===== src/rtl/aes_pkg.sv =====
// Shared AES package: block/byte types, block size, writer FSM states and
// the byte-select helper used by the block writer (and reusable by the core).
//   aes_block_t    : 128-bit AES block, byte 0 in bits [127:120]
//   aes_byte_t     : one byte
//   AES_NBYTES     : bytes per AES block
//   writer_state_t : IDLE / WRITE / DONE states of aes_block_writer
//   get_byte()     : returns byte idx of a block (byte 0 is the MSB byte)
package aes_pkg;

  localparam int unsigned AES_NBYTES = 16;

  typedef logic [127:0] aes_block_t;
  typedef logic [7:0]   aes_byte_t;

  typedef enum logic [1:0] {
    IDLE,
    WRITE,
    DONE
  } writer_state_t;

  function automatic aes_byte_t get_byte(input aes_block_t block, input logic [3:0] idx);
    logic [6:0] lsb;
    lsb = {4'd15 - idx, 3'b000};
    return block[lsb +: 8];
  endfunction

endpackage


===== src/rtl/aes_block_writer.sv =====
// AES block writer: accepts one finished block on a valid/ready handshake
// and writes it byte-by-byte through an 8-bit Avalon-MM write master,
// starting at a base address captured on accept. Pulses done for one cycle
// after the last byte is accepted by the slave.
//
// Parameters:
//   NBYTES : bytes per block (power of two, 1..16)
//   ADDR_W : master address width
// Ports:
//   clk, rst_n          : clock, asynchronous active-low reset
//   in_valid/in_ready   : block handshake from the AES core
//   in_block            : block, byte i = in_block[8*NBYTES-1-8*i -: 8]
//   base_addr           : destination of byte 0, sampled on accept
//   busy                : block being written
//   done                : one-cycle pulse after the last byte is accepted
//   master_address      : byte address (base + idx, wraps mod 2^ADDR_W)
//   master_write        : write request
//   master_writedata    : byte being written
//   master_waitrequest  : slave stall
// Optional feature (macro AES_WRITER_AUTOINC_EN):
//   base_addr is only used on the first accept after reset; later blocks go
//   to an internal next_addr that advances by NBYTES at each done pulse.
module aes_block_writer
  import aes_pkg::*;
#(
  parameter int unsigned NBYTES = AES_NBYTES,
  parameter int unsigned ADDR_W = 32
) (
  input  logic                  clk,
  input  logic                  rst_n,
  input  logic                  in_valid,
  output logic                  in_ready,
  input  logic [8*NBYTES-1:0]   in_block,
  input  logic [ADDR_W-1:0]     base_addr,
  output logic                  busy,
  output logic                  done,
  output logic [ADDR_W-1:0]     master_address,
  output logic                  master_write,
  output logic [7:0]            master_writedata,
  input  logic                  master_waitrequest
);

  localparam logic [3:0] LAST_IDX = 4'(NBYTES - 1);

  writer_state_t     state_q, state_d;
  aes_block_t        blk_q;
  logic [ADDR_W-1:0] base_q;
  logic [3:0]        idx_q;
  logic              accept;
  logic              byte_ok;
  aes_block_t        blk_aligned;

  // Left-align the incoming block so byte 0 always sits in bits [127:120]
  // regardless of NBYTES, letting the shared get_byte() helper be used as-is.
  assign blk_aligned = aes_block_t'(in_block) << (128 - 8 * NBYTES);

  always_ff @(posedge clk or negedge rst_n) begin
    if (!rst_n) state_q <= IDLE;
    else        state_q <= state_d;
  end

  always_comb begin
    state_d          = state_q;
    in_ready         = 1'b0;
    busy             = 1'b0;
    done             = 1'b0;
    master_write     = 1'b0;
    master_address   = '0;
    master_writedata = '0;
    accept           = 1'b0;
    byte_ok          = 1'b0;
    case (state_q)
      IDLE: begin
        in_ready = 1'b1;
        if (in_valid) begin
          accept  = 1'b1;
          state_d = WRITE;
        end
      end
      WRITE: begin
        busy             = 1'b1;
        master_write     = 1'b1;
        master_address   = base_q + ADDR_W'(idx_q);
        master_writedata = get_byte(blk_q, idx_q);
        if (!master_waitrequest) begin
          byte_ok = 1'b1;
          if (idx_q == LAST_IDX) state_d = DONE;
        end
      end
      DONE: begin
        done    = 1'b1;
        state_d = IDLE;
      end
      default: state_d = IDLE;
    endcase
  end

`ifdef AES_WRITER_AUTOINC_EN
  logic [ADDR_W-1:0] next_addr;
  logic              loaded;

  always_ff @(posedge clk or negedge rst_n) begin
    if (!rst_n) begin
      next_addr <= '0;
      loaded    <= 1'b0;
      base_q    <= '0;
    end else begin
      if (accept) begin
        if (!loaded) begin
          base_q    <= base_addr;
          next_addr <= base_addr;
          loaded    <= 1'b1;
        end else begin
          base_q <= next_addr;
        end
      end
      if (state_q == DONE) next_addr <= next_addr + ADDR_W'(NBYTES);
    end
  end
`else
  always_ff @(posedge clk or negedge rst_n) begin
    if (!rst_n)      base_q <= '0;
    else if (accept) base_q <= base_addr;
  end
`endif

  always_ff @(posedge clk or negedge rst_n) begin
    if (!rst_n) begin
      blk_q <= '0;
      idx_q <= '0;
    end else if (accept) begin
      blk_q <= blk_aligned;
      idx_q <= '0;
    end else if (byte_ok && (idx_q != LAST_IDX)) begin
      idx_q <= idx_q + 4'd1;
    end
  end

endmodule


===== config.mk =====
export PLATFORM = sky130hd
export DESIGN_NAME = aes_block_writer
export DESIGN_NICKNAME = d
export VERILOG_FILES = /design/src/rtl/aes_pkg.sv /design/src/rtl/aes_block_writer.sv
export SDC_FILE = /design/constraint.sdc
export NUM_CORES = 1
export LEC_CHECK = 0
export ABC_AREA = 1
export CAP_MARGIN = 20
export CORE_ASPECT_RATIO = 0.6
export CORE_MARGIN = 1.5
export CORE_UTILIZATION = 30
export DETAILED_ROUTE_END_ITERATION = 10
export PLACE_DENSITY = 0.65
export SETUP_SLACK_MARGIN = 0.1
export SYNTH_ARGS = -nofsm -noshare
export SYNTH_HDL_FRONTEND = slang
export SYNTH_SLANG_ARGS = --single-unit

===== constraint.sdc =====
create_clock -name clk -period 3.85 [get_ports clk]
set_input_delay 0.77 -clock clk [delete_from_list [all_inputs] [get_ports clk]]
set_output_delay 0.77 -clock clk [all_outputs]
set_load 0.01 [all_outputs]

==> metrics.csv <==
stage,metric,value,unit
synth,Synth Area in Simple Gates,35.9,%
synth,Yosys warning total,0,
synth,largest family of logic cells by synthesized area,simple AND/OR/NAND/NOR gates,
grt,GRT Overall Usage,19.6,%
synth,top post-synthesis cells by area,"dfrtp_1 46%, nand2_1 23%, nor2_1 6.0%",
synth,post-synth cell types,31,
clock_network,Root Buffer,clkbuf_16,
worst_hold_path,Worst Hold Class,input pin to asynchronous set/reset pin,
setup_path,Worst EP arrival,2.89,ns
sta,FMAX,273,MHz
clock_network,Clock Path Buffers,2,
drt,Iteration-0 DRC Markers,884,
setup_path,Critical Path Fanout Max,20,
setup_path,R2R Path Start,state_q[1],
setup_path,Max stage delay on crit path,0.57,ns
drt,routed len/inst,15.7,um
pwr,static leakage,5.86,nW
layout,synth-to-layout area growth,34.2,%
synth,post-synthesis sequential area ratio,46.4,%
placement,instance area at placement,11300,um^2
sta,worst slew pin tran,1.00,ns
sta,RSZ-0062 raised after global routing,true,
sta,hold slack final,0.283,ns
setup_path,Crit. End Element,output pin,
setup_path,WP data required,3.08,ns
setup_path,worst-path cell chain,"buf_4, inv_2, buf_4, o21ai_0, nand3_1, nand3_1, a21oi_1, clkdlybuf4s50_1",
floorplan,core area,29100,um^2
placement,input/output buffers,207,
setup_path,Crit path buffers/inverters,4,
grt,first-pass GRT wire length,45600,um
sta,Max-slew headroom,33.2,%
floorplan,Die H,137,um
drt,final WL,29700,um
synth,Mapped Cells,1288,
layout,Nets,1647,
pwr,PwrDens,759,nW/um^2
floorplan,Die X,226,um
clock_network,total CTS buffers,17,
placement,GPL Wtd Cong,0.929,
placement,hpwl dp,21700,um
setup_path,WS Path Type,register to output pin,
setup_path,Worst Setup Start Kind,register,
drt,vias after detailed routing,8708,
drt,via/cell ratio,4.60,
floorplan,Die ar.,30900,um^2
sta,period utilisation layout,95.1,%
layout,share of layout cells above drive strength 1,5.70,%
floorplan,initial cell density of the core,30.8,%
floorplan,I/O pin total,208,
setup_path,r2r setup slk,1.72,ns
synth,Post-Syn Nets,1458,
grt,vias in the first global route,8261,
synth,Synth Cell Area,8950,um^2
pwr,worst vdd ir,0.318,mV
sta,Slew Limit Fails,0,
clock_network,H-tree depth,4,
setup_path,Reg2Reg Depth,5,
drt,drt first pass iters,7,
synth,Synth Area in XOR/XNOR,0.0978,%
clock_network,TritonCTS clock tree,yes,
flow_run,# Max-Cap Violations,0,
synth,compound-gate portion of the synthesized area,8.06,%
grt,initial antenna violation count,3,
layout,most frequent cells in the layout,"547 x nand2_1, 198 x clkdlybuf4s50_1, 165 x dfrtp_1, 143 x nor2_1, 105 x inv_1",
synth,Seq cells post-synth,166,
sta,post-layout min period,3.66,ns
synth,Mean Syn Cell Area,6.95,um^2
synth,Post-Synth Adder-Cell Area,0.922,%
clock_network,clock slew at reported path FFs,0.07,ns
sta,Total Neg Setup Slack,0,ns
grt,pin count of the biggest net entering global routing,91,
setup_path,slowest CP cell,clkdlybuf4s50_1,
drt,DRC viols,0,
layout,"commonest non-fill, non-tap cell in the layout",nand2_1,
setup_path,RR Endpoint,idx_q[0],
sta,clock skew,0.00649,ns
grt,global route overflow,0,
clock_network,Clock Latency Late Sink,0.44,ns
floorplan,num rows,48,
clock_network,clock sink count,166,
run_status,run status,finished clean,
synth,multiplexer share of the synthesized area,0,%
layout,fin area,12000,um^2
sta,final setup fails,0,
setup_path,family with the most delay on the worst path,buffers and inverters,
sta,final hold violation count,0,
synth,cell taking the most area after synthesis,dfrtp_1,
synth,post-synth top area share,46.4,%
drt,Routed Antenna Nets,0,
[registers in the layout, summed over array words and instances, names as in the netlist]
register,flops
base_q,32
idx_q,4
blk_q,128
state_q,2
[worst max path at each step]
stage | to | slack, ns | cells past startpoint | from
after floorplan | master_address[20] | 1.16 | 13 | idx_q[1]
after global placement | master_address[20] | 0.57 | 13 | idx_q[0]
after detailed placement | master_address[20] | 0.53 | 13 | idx_q[0]
after CTS | master_address[20] | 0.07 | 13 | idx_q[0]
after global routing | master_address[20] | 0.05 | 14 | idx_q[0]
final | master_writedata[5] | 0.19 | 8 | idx_q[0]
[stage by stage]
stage               setup WS (ns)  util (%)  total power (W)  std cells
finish                      0.190      41.3          0.00911       1892
global route               0.0500      41.3          0.00987       1892
CTS                        0.0730      41.0          0.00917       1882
detailed placement          0.530      39.0          0.00744       1850
global placement            0.571      39.0          0.00735       1850
floorplan                    1.16         -          0.00561       1288
[routing by layer]
metal | part of all wire [%] | vias up | global-route usage [%]
li1 | - | 4357 | -
met1 | 51 | 3996 | 29.9
met2 | 40 | 321 | 26.3
met3 | 8.3 | 32 | 5.97
met4 | 1.3 | 2 | 4.81
met5 | 0.037 | - | 0
[cells by family after synthesis]
group,Yosys count
simple gates,799
buf+inv,173
flops,166
compound gates,143
fa+ha+maj,6
xor+xnor,1
[power by group]
part	internal [W]	switching [W]	leakage, nW
registers	0.00257	0.000485	1.99
logic	0.00177	0.00259	3.59
clock network	0.000924	0.000772	0.277
[final cells by class]
type	count	area, um^2
timing repair buffer	231	2310
fill	3084	17100
antenna	2	5.00
sequential	166	4160
multi-input combinational	949	4030
tap	400	500
clock buffer	18	439
inverter	112	425
clock inverter	14	139
[synth_stat cells, drive strengths merged]
| cell type | number |
|---|---|
| fa | 1 |
| or2 | 1 |
| xor2 | 1 |
| nand3 | 81 |
| clkinv | 2 |
| nand2 | 553 |
| buf | 42 |
| nand4 | 1 |
| a21oi | 27 |
| o21ai | 113 |
| dfrtp | 166 |
| a21boi | 1 |
| nor2 | 155 |
| a31oi | 1 |
| a21o | 1 |
| clkbuf | 19 |
| ha | 5 |
| nor3 | 8 |
| inv | 110 |
[repair_timing]
item                                    CTS  global route
endpoints found under the setup margin    4            16
pin swaps                                 1             3
buffers inserted                          0             8
hold buffers                              0             0
gates resized for setup                   1            10
No activity file was read; power rests on OpenSTA's default activity.
